### config.mk
export PLATFORM = sky130hd
export DESIGN_NAME = dmem_arbiter
export DESIGN_NICKNAME = d
export VERILOG_FILES = /design/src/rtl/dmem_arb_pkg.sv /design/src/rtl/dmem_arbiter_pix_fifo.sv /design/src/rtl/dmem_arbiter.sv
export SDC_FILE = /design/constraint.sdc
export NUM_CORES = 1
export LEC_CHECK = 0
export ABC_CLOCK_PERIOD_IN_PS = 3300
export CAP_MARGIN = 20
export CORE_ASPECT_RATIO = 2
export CORE_MARGIN = 1
export CORE_UTILIZATION = 40
export CTS_CLUSTER_DIAMETER = 40
export DETAILED_ROUTE_END_ITERATION = 12
export HOLD_SLACK_MARGIN = 0.06
export PLACE_DENSITY = 0.76
export SLEW_MARGIN = 30
export SYNTH_ARGS = -nofsm -noshare
export SYNTH_HDL_FRONTEND = slang
export SYNTH_SLANG_ARGS = --single-unit
### constraint.sdc
create_clock -name clk -period 3.3 [get_ports clk]
set_clock_uncertainty 0.05 [all_clocks]
set_input_delay 0.66 -clock clk [delete_from_list [all_inputs] [get_ports clk]]
set_output_delay 0.66 -clock clk [all_outputs]
set_load 0.02 [all_outputs]
### src/rtl/dmem_arb_pkg.sv
// Shared types and constants for the single-port data memory arbiter.
package dmem_arb_pkg;

    typedef enum logic [1:0] {
        IDLE   = 2'd0,
        CPU_RD = 2'd1,
        VGA_RD = 2'd2
    } arb_state_t;

    typedef enum logic [1:0] {
        G_NONE = 2'd0,
        G_CPU  = 2'd1,
        G_VGA  = 2'd2
    } grant_t;

    localparam int PIX_W      = 24;
    localparam int WORD_BYTES = 4;

endpackage

### src/rtl/dmem_arbiter_pix_fifo.sv
// Synchronous pixel FIFO: registered storage, combinational head, flush keeps the head slot.
module pix_fifo #(
    parameter int DEPTH = 8,
    parameter int WIDTH = 24
) (
    input  logic                       clk,
    input  logic                       reset,
    input  logic                       push,
    input  logic                       pop,
    input  logic                       flush,
    input  logic [WIDTH-1:0]           din,
    output logic [WIDTH-1:0]           dout,
    output logic [$clog2(DEPTH):0]     count,
    output logic                       empty,
    output logic                       full
);

    localparam int AW = $clog2(DEPTH);
    localparam int CW = AW + 1;

    logic [WIDTH-1:0] r_mem [DEPTH];
    logic [AW-1:0]    r_rd_ptr;
    logic [AW-1:0]    r_wr_ptr;
    logic [CW-1:0]    r_count;
    logic             w_do_push;
    logic             w_do_pop;

    assign empty     = (r_count == '0);
    assign full      = (r_count == CW'(DEPTH));
    assign w_do_pop  = pop && !empty && !flush;
    assign w_do_push = push && !full && !flush;

    always_ff @(posedge clk) begin
        if (reset) begin
            r_rd_ptr <= '0;
            r_wr_ptr <= '0;
            r_count  <= '0;
        end else if (flush) begin
            // Collapse onto the read pointer so the visible head does not move.
            r_wr_ptr <= r_rd_ptr;
            r_count  <= '0;
        end else begin
            if (w_do_push) begin
                r_wr_ptr <= r_wr_ptr + AW'(1);
            end
            if (w_do_pop) begin
                r_rd_ptr <= r_rd_ptr + AW'(1);
            end
            case ({w_do_push, w_do_pop})
                2'b10:   r_count <= r_count + CW'(1);
                2'b01:   r_count <= r_count - CW'(1);
                default: r_count <= r_count;
            endcase
        end
    end

    always_ff @(posedge clk) begin
        if (reset) begin
            for (int i = 0; i < DEPTH; i++) begin
                r_mem[i] <= '0;
            end
        end else if (w_do_push) begin
            r_mem[r_wr_ptr] <= din;
        end
    end

    assign dout  = r_mem[r_rd_ptr];
    assign count = r_count;

endmodule

### src/rtl/dmem_arbiter.sv
// Arbitrates one synchronous-read dmem port between the CPU and a prefetching VGA pixel FIFO.
// Optional DMEM_ARB_STATS_EN adds saturating wait/underflow statistics outputs.
module dmem_arbiter
    import dmem_arb_pkg::*;
#(
    parameter int                ADDR_W     = 32,
    parameter int                DATA_W     = 32,
    parameter int                FIFO_DEPTH = 8,
    parameter int                LOW_WM     = 2,
    parameter logic [ADDR_W-1:0] FB_BASE    = ADDR_W'(32'h0000_1000),
    parameter int unsigned       FB_WORDS   = 307200
) (
    input  logic              clk,
    input  logic              reset,
    input  logic              cpu_req,
    input  logic              cpu_we,
    input  logic [ADDR_W-1:0] cpu_addr,
    input  logic [DATA_W-1:0] cpu_wdata,
    output logic [DATA_W-1:0] cpu_rdata,
    output logic              cpu_ack,
    input  logic              frame_start,
    input  logic              pix_pop,
    output logic [PIX_W-1:0]  pix_data,
    output logic              pix_valid,
    output logic              underflow,
    output logic              mem_en,
    output logic              mem_we,
    output logic [ADDR_W-1:0] mem_addr,
    output logic [DATA_W-1:0] mem_wdata,
    input  logic [DATA_W-1:0] mem_rdata
`ifdef DMEM_ARB_STATS_EN
    ,
    output logic [15:0]       stat_cpu_wait,
    output logic [15:0]       stat_underflows
`endif
);

    localparam int                CNT_W  = $clog2(FIFO_DEPTH) + 1;
    localparam logic [ADDR_W-1:0] STEP   = ADDR_W'(WORD_BYTES);
    localparam logic [ADDR_W-1:0] FB_END = FB_BASE + ADDR_W'(WORD_BYTES * FB_WORDS);

    arb_state_t        r_state;
    arb_state_t        w_state_nxt;
    grant_t            w_grant;
    logic [ADDR_W-1:0] r_fetch_ptr;
    logic [ADDR_W-1:0] w_fetch_inc;
    logic [ADDR_W-1:0] w_fetch_nxt;
    logic [DATA_W-1:0] r_cpu_rdata;
    logic              r_underflow;
    logic [CNT_W-1:0]  w_count;
    logic [CNT_W:0]    w_level;
    logic              w_empty;
    logic              w_full;
    logic              w_vga_inflight;
    logic              w_cpu_return;
    logic              w_push;
    logic              w_urgent;
    logic              w_has_room;
    logic              w_cpu_eligible;

    assign w_vga_inflight = (r_state == VGA_RD);
    assign w_cpu_return   = (r_state == CPU_RD) && !reset;
    assign w_level        = {1'b0, w_count} + {{CNT_W{1'b0}}, w_vga_inflight};
    assign w_urgent       = (int'(w_level) < LOW_WM);
    assign w_has_room     = (int'(w_level) < FIFO_DEPTH);
    // During a CPU read's return cycle cpu_req still belongs to the request being acked.
    assign w_cpu_eligible = cpu_req && (r_state != CPU_RD);

    always_comb begin
        w_grant = G_NONE;
        if (!reset) begin
            if (w_urgent && !frame_start) begin
                w_grant = G_VGA;
            end else if (w_cpu_eligible) begin
                w_grant = G_CPU;
            end else if (w_has_room && !frame_start) begin
                w_grant = G_VGA;
            end
        end
    end

    always_comb begin
        w_state_nxt = IDLE;
        if (w_grant == G_VGA) begin
            w_state_nxt = VGA_RD;
        end else if ((w_grant == G_CPU) && !cpu_we) begin
            w_state_nxt = CPU_RD;
        end
    end

    assign w_fetch_inc = r_fetch_ptr + STEP;
    assign w_fetch_nxt = (w_fetch_inc == FB_END) ? FB_BASE : w_fetch_inc;

    always_comb begin
        mem_addr = '0;
        case (w_grant)
            G_CPU:   mem_addr = cpu_addr;
            G_VGA:   mem_addr = r_fetch_ptr;
            default: mem_addr = '0;
        endcase
    end

    assign mem_en    = (w_grant != G_NONE);
    assign mem_we    = (w_grant == G_CPU) && cpu_we;
    assign mem_wdata = mem_we ? cpu_wdata : '0;

    assign cpu_ack   = w_cpu_return || mem_we;
    assign cpu_rdata = w_cpu_return ? mem_rdata : r_cpu_rdata;

    // A VGA word returning in a frame_start cycle belongs to the old frame and is dropped.
    assign w_push = w_vga_inflight && !frame_start && !reset;

    always_ff @(posedge clk) begin
        if (reset) begin
            r_state     <= IDLE;
            r_fetch_ptr <= FB_BASE;
            r_cpu_rdata <= '0;
            r_underflow <= 1'b0;
        end else begin
            r_state <= w_state_nxt;
            if (frame_start) begin
                r_fetch_ptr <= FB_BASE;
            end else if (w_grant == G_VGA) begin
                r_fetch_ptr <= w_fetch_nxt;
            end
            if (w_cpu_return) begin
                r_cpu_rdata <= mem_rdata;
            end
            if (pix_pop && w_empty) begin
                r_underflow <= 1'b1;
            end
        end
    end

    pix_fifo #(
        .DEPTH (FIFO_DEPTH),
        .WIDTH (PIX_W)
    ) u_pix_fifo (
        .clk   (clk),
        .reset (reset),
        .push  (w_push),
        .pop   (pix_pop),
        .flush (frame_start),
        .din   (mem_rdata[PIX_W-1:0]),
        .dout  (pix_data),
        .count (w_count),
        .empty (w_empty),
        .full  (w_full)
    );

    assign pix_valid = !w_empty;
    assign underflow = r_underflow;

`ifdef DMEM_ARB_STATS_EN
    logic [15:0] r_stat_cpu_wait;
    logic [15:0] r_stat_underflows;

    function automatic logic [15:0] sat_inc16(input logic [15:0] v);
        return (v == 16'hFFFF) ? v : v + 16'd1;
    endfunction

    always_ff @(posedge clk) begin
        if (reset || frame_start) begin
            r_stat_cpu_wait   <= '0;
            r_stat_underflows <= '0;
        end else begin
            if (w_cpu_eligible && (w_grant != G_CPU)) begin
                r_stat_cpu_wait <= sat_inc16(r_stat_cpu_wait);
            end
            if (pix_pop && w_empty) begin
                r_stat_underflows <= sat_inc16(r_stat_underflows);
            end
        end
    end

    assign stat_cpu_wait   = r_stat_cpu_wait;
    assign stat_underflows = r_stat_underflows;
`endif

endmodule

**After elaboration in Yosys (flattened, before gate mapping)**

Memory sizes are Yosys's and may differ from the RTL's. A register that Yosys moved wholly into a read port is not among the register bits.
Cells that the tools add are included.

- Bits in writable memories: 192
- Input port bits: 102
- Output and inout port bits: 125
- Bits in latches: 0
- Flip-flop bits (word level): 77
- Bits in read-only memories: 0
- Memories kept: 1

Memory list:

| memory | words | width | rd ports | clocked after memory_dff | write ports | RTL line | source |
|---|---|---|---|---|---|---|---|
| u_pix_fifo.r_mem | 8 | 24 | 1 | 1 | 8 | dmem_arbiter_pix_fifo.sv:21 | `logic [WIDTH-1:0] r_mem [DEPTH];` |

- Order comparisons: 2
- Equal/unequal tests: 9
- Shift-type cells: 0
- Add/subtract/negate cells: 6
- Multipliers: 0
- Reductions and logical operators: 27
- Bitwise logic cells: 1
- Muxes and demuxes: 23
- Divide/modulo/power cells: 0

Operators with widths:

| kind | count |
|---|---|
| 32-bit 2-to-1 mux | 3 |
| 32-bit case mux with 2 select lines | 1 |
| 32-bit by 3-bit adder with 32-bit output (second input constant) | 1 |
| 32-bit by 21-bit == test with 1-bit output (second input constant) | 1 |
| 24-bit 2-to-1 mux | 1 |
| 24-bit OR reduction | 1 |
| 3-bit 2-to-1 mux | 5 |
| 1-bit logical AND | 13 |
| 2-bit 2-to-1 mux | 5 |
| 4-bit case mux with 2 select lines | 1 |
| 1-bit 2-to-1 mux | 7 |
| 3-bit by 1-bit adder with 3-bit output (second input constant) | 2 |
| 2-bit by 1-bit == test with 1-bit output (second input constant) | 3 |
| 2-bit == test (second input constant) | 3 |
| 2-bit nonzero test | 3 |
| 4-bit by 1-bit adder with 5-bit output | 1 |
| 1-bit zero test | 5 |
| 5-bit by 2-bit less-than comparator with 1-bit output (second input constant) | 1 |
| 5-bit by 4-bit less-than comparator with 1-bit output (second input constant) | 1 |
| 4-bit by 1-bit adder with 4-bit output (second input constant) | 1 |
| 4-bit == test (second input constant) | 1 |
| 4-bit zero test | 1 |
| 2-bit OR reduction | 2 |
| 4-bit by 1-bit subtractor with 4-bit output (second input constant) | 1 |
| 4 further kinds | 4 |

**Depth between registers and ports, before layout**

Gate-level depths: netlist (run 1).

- Depth after elaboration: 12
- Gate-level depth with buffers: 15

**Cells and area by module**

From an unflattened synthesis (run 1), not the netlist that was laid out.

- Cells, all modules: 1,077
- Area total of the unflattened synthesis: 13,177.6 um2

Modules (own cells, without submodules):

| module | area an instance (um2) | times used | cells each | sequential area each (um2) |
|---|---|---|---|---|
| pix_fifo | 9,215.1 | 1 | 617 | 6,025.8 |
| dmem_arbiter | 3,962.6 | 1 | 460 | 1,301.2 |

**Worst setup path after synthesis (run 1)**

Ideal clock, no wire load.

- Path type: register -> output
- From: register r_state[0]
- To: output port mem_addr[18]
- Stages on the path, launching flop included: 14
- Path buffers: 3
- Slack: -0.158 ns
- Data arrival time: 2.748 ns
- Path through: dfxtp_1 and3b_1 ha_1 and4b_1 a21oi_1 nor2_1 o21ai_0 nor2b_1 ha_1 clkbuf_1 nor2b_1 clkbuf_1 clkbuf_1 a22o_1

- Cells in the longest elaborated chain, start to end: 10
- Elaborated cells on any way between the ends: 15
- Those cells by class: 1 x add/sub; 2 x order compare; 4 x eq/ne; 5 x mux; 3 x reduce/logical

Ends and longest elaborated chain:

| item | RTL line | source |
|---|---|---|
| from (decl) | dmem_arbiter.sv:42 | `arb_state_t r_state;` |
| from (signal assigned) | dmem_arbiter.sv:120 | `r_state <= w_state_nxt;` |
| 2-bit == test | dmem_arbiter.sv:61 | `assign w_vga_inflight = (r_state == VGA_RD);` |
| 4-bit by 1-bit adder with 5-bit output | dmem_arbiter.sv:63 | `assign w_level = {1'b0, w_count} + {{CNT_W{1'b0}}, w_vga_inflight};` |
| 5-bit by 4-bit less-than comparator with 1-bit output | dmem_arbiter.sv:65 | `assign w_has_room = (int'(w_level) < FIFO_DEPTH);` |
| 1-bit logical AND | dmem_arbiter.sv:76 | `end else if (w_has_room && !frame_start) begin` |
| 2-bit 2-to-1 mux | dmem_arbiter.sv:76 |  |
| 2-bit 2-to-1 mux | dmem_arbiter.sv:74 | `end else if (w_cpu_eligible) begin` |
| 2-bit 2-to-1 mux * | dmem_arbiter.sv:72 | `if (w_urgent && !frame_start) begin` |
| 2-bit 2-to-1 mux * | dmem_arbiter.sv:71 | `if (!reset) begin` |
| 2-bit == test or 2-bit by 1-bit == test with 1-bit output (tied branches) | dmem_arbiter.sv:96 | `case (w_grant)` |
| 32-bit case mux with 2 select lines * | dmem_arbiter.sv:96 |  |
| to (decl) | dmem_arbiter.sv:28 | `output logic [ADDR_W-1:0] mem_addr,` |

Every way passes the cells marked *; elsewhere a longest branch is shown, timed or not.

**Worst setup path after layout (run 1)**

- From: register r_state[0]
- To: output port mem_addr[4]

The elaborated chain is that of the path after synthesis.

==> run metrics, run 1 <==
status complete, but fails checks; violated checks setup timing; top-count cell post-synth and2_1; cts-stage hold buffer count 0; IO buf count between 200 and 250; # diodes 0; total CTS buffers 27; Crit. End Element output pin; worst slew pin tran between 0.5 and 0.6 ns; max-slew violation count 0; worst reg2reg startpoint u_pix_fifo.count[0]$_SDFFE_PP0P_; initial antenna violation count 0; Worst path slowest cell dfxtp_2; #FFs+latches synth 270; post-layout util 0.5560; EDFF count, synth ~190; Overflow after GRT 0; root buffer cell clkbuf_16; Hold WS ~0.33 ns; TNS Setup -13.34 ns; crit-path max FO 7; Initial Util 0.4086; Hold Crit Endpoint r_state[0]$_SDFF_PP0_; Distinct cells, synth 64; synthesized area 0.01322 mm²; first-pass iteration count of the detailed router 5; number of global-route vias before repair just under 10000; Worst R2R End r_fetch_ptr[24]$_SDFFE_PP0N_; DRT iter0 DRCs approximately 420; CP startpoint kind flip-flop; post-route ant nets 0; Avg Inst Size Synth approximately 13 µm²; Ys Warns 0; placed instance count around 1700; Final Wtd Congestion approximately 0.84; Hold Path Depth 2; slowest stage delay, CP 0.31 ns; crit path launch r_state[0]$_SDFF_PP0_; fin crit period between 3 and 4 ns; top cells by count, synth and2_1, edfxtp_1, dfxtp_1; Reg2Reg Depth 17; layout cells sized above 1 0.2820; vias per cell ~5.3; HP Start reset; Max Freq around 280 MHz; Final setup viols 66; Worst-Skew Late Latency around 0.54 ns; Post-DP HPWL about 23000 µm; synthesized netlist cell count 1050; critical-path cell list and3b_1, ha_2, and4b_1, a21oi_2, nor2_2, o21ai_1, nor2b_4, ha_4, nor2b_4, buf_6, a22o_1, buf_6; residual DRC count 0; Setup CP Type reg2out; H-tree Lvls 1; # rows just over 90; Top FF cell, synth edfxtp_1; Routed WL 35340 µm; # IOs around 230; Yosys top cell area share 0.4362; Core Area between 0.03 and 0.04 mm²; via count around 9400; HP Class in2reg; Slew headroom 0.6205; drt wl/cell about 20 µm; Clock transition at path regs ~0.05 ns; PwrDens roughly 420 mW/mm²; Die Ht around 260 µm; Die W approximately 130 µm; nets 1430; maximum clock path buffer count 3; Clock Sinks 270; final setup margin -0.2924 ns; CP Data Required Time 2.59 ns; largest net degree at the start of global routing 50; post-synthesis net count about 1200; Reg2Reg Setup Slack about 0.04 ns; worst slack at placement -0.4177 ns; gr usage total 0.2108; CTS tree done; Worst Path Arrival between 2 and 3 ns; P&R area growth vs syn 36.07%; register area share after synthesis 0.5543; Pleak a little under 7 nW; RSZ-0062 raised after global routing true; Final Hold Vio Count 0; die area ~0.034 mm²; max-cap viol count 0; final std cells w/o fill 1764; most area-consuming cells after synthesis edfxtp_1, dfxtp_1, and2_1, mux4_2, mux2_2; Post-synth ARST share 0; first-pass GRT wire length 53730 µm; post-synth top area cell edfxtp_1; Period Utilization, post-route 1.089; VDD IR max 0.3597 mV
-- per-stage QoR --
| step | cell area, µm² | total power, mW |
|---|---|---|
| 2_1_floorplan | 13220 | 4.004 |
| 3_3_place_gp | 16450 | 4.330 |
| 3_5_place_dp | 16450 | 4.344 |
| 4_1_cts | 17640 | 7.596 |
| 5_1_grt | 17980 | 7.773 |
| 6_report | 17980 | 7.539 |
-- worst max-delay path by stage --
stage	end	slack, ns	cells past startpoint
floorplan	mem_addr[10]	0.02	12
global placement	mem_addr[30]	-0.39	9
detailed placement	mem_addr[4]	-0.42	9
CTS	mem_addr[11]	-0.36	13
global route	mem_addr[29]	-0.43	11
finish	mem_addr[4]	-0.29	12
-- flip-flops by register name (all words and copies together) (netlist names), named ones only --
register	count
underflow	1
u_pix_fifo.count	4
r_fetch_ptr	30
r_cpu_rdata	32
r_state	2
u_pix_fifo.r_wr_ptr	3
u_pix_fifo.r_mem	192
u_pix_fifo.r_rd_ptr	3
-- power by group --
group          internal [mW]  leakage [nW]  switching [mW]
Sequential              3.71          2.61          0.0250
Combinational          0.305          3.69           0.275
Clock                   1.89         0.455            1.34
Total                   5.90          6.76            1.64
-- area by class of cell --
cell class | instances | area (µm²)
Tap cell | 427 | 534.3
Multi-Input combinational cell | 690 | 5762
Fill cell | 2716 | 14360
Clock inverter | 17 | 224.0
Inverter | 15 | 56.30
Sequential cell | 270 | 7333
Timing Repair Buffer | 313 | 3361
Clock buffer | 32 | 714.4
-- timing repair --
| action | 4_1_cts | 5_1_grt |
|---|---|---|
| pin swaps | 0 | 24 |
| setup buffers | 10 | 5 |
| gates resized for setup | 393 | 85 |
| gates cloned | 5 | 3 |
| endpoints found under the setup margin | 91 | 80 |
-- worst max-delay path, delay by kind of cell (launching register included) --
| family | cells | cell delay [ns] |
|---|---|---|
| AO/OA/AOI/OAI | 3 | 0.46 |
| adder cells (fa/ha/maj) | 2 | 0.41 |
| buffers and inverters | 2 | 0.30 |
| flip-flops | 1 | 0.31 |
| AND/OR/NAND/NOR | 5 | 0.86 |
-- cell families after synthesis --
group,synth area share
xor+xnor,0.02584
flops,0.5543
buf+inv,0.02726
compound gates,0.04496
mux,0.1333
simple gates,0.2033
fa+ha+maj,0.01098
-- cells in the final DEF, fill, tap and decap left out, types with 4 or more instances in the layout --
cell,n
xnor2_1,21
xor2_1,18
nor2b_1,34
mux4_2,48
mux2_2,56
a21oi_1,15
nor3_2,4
mux2i_1,5
a22o_1,24
and3_4,27
dfxtp_1,75
clkdlybuf4s50_1,143
or3_1,9
inv_6,4
nand4_1,16
dlymetal6s2s_1,8
nand3_1,13
a22oi_2,5
buf_12,19
buf_4,62
ha_1,7
nor2_1,55
nand2_1,26
and3_1,10
nor3b_2,4
dlygate4sd2_1,7
inv_1,14
buf_6,63
or2_2,10
bufinv_16,4
clkbuf_16,30
nor3_1,15
o21ai_0,6
nor4_1,4
edfxtp_1,192
and2_1,197
-- routing by layer --
metal | global-route usage | vias up | share of wire
met4 | 0.08014 | 0 | 0.031
met2 | 0.4245 | 356 | 0.59
met5 | 0 | - | 0
met1 | 0.2058 | 4653 | 0.33
li1 | - | 4348 | -
met3 | 0.03195 | 73 | 0.054
(Power assumes the default switching activity.)
==> inputs of run 2 (changes only) <==
--- a/config.mk
+++ b/config.mk
@@ -5,6 +5,7 @@
 export SDC_FILE = /design/constraint.sdc
 export NUM_CORES = 1
 export LEC_CHECK = 0
+export ABC_AREA = 0
 export ABC_CLOCK_PERIOD_IN_PS = 3300
 export CAP_MARGIN = 20
 export CORE_ASPECT_RATIO = 2
==> results of run 2 <==
No change in the layout: final DEF, timing and power equal those of run 1.
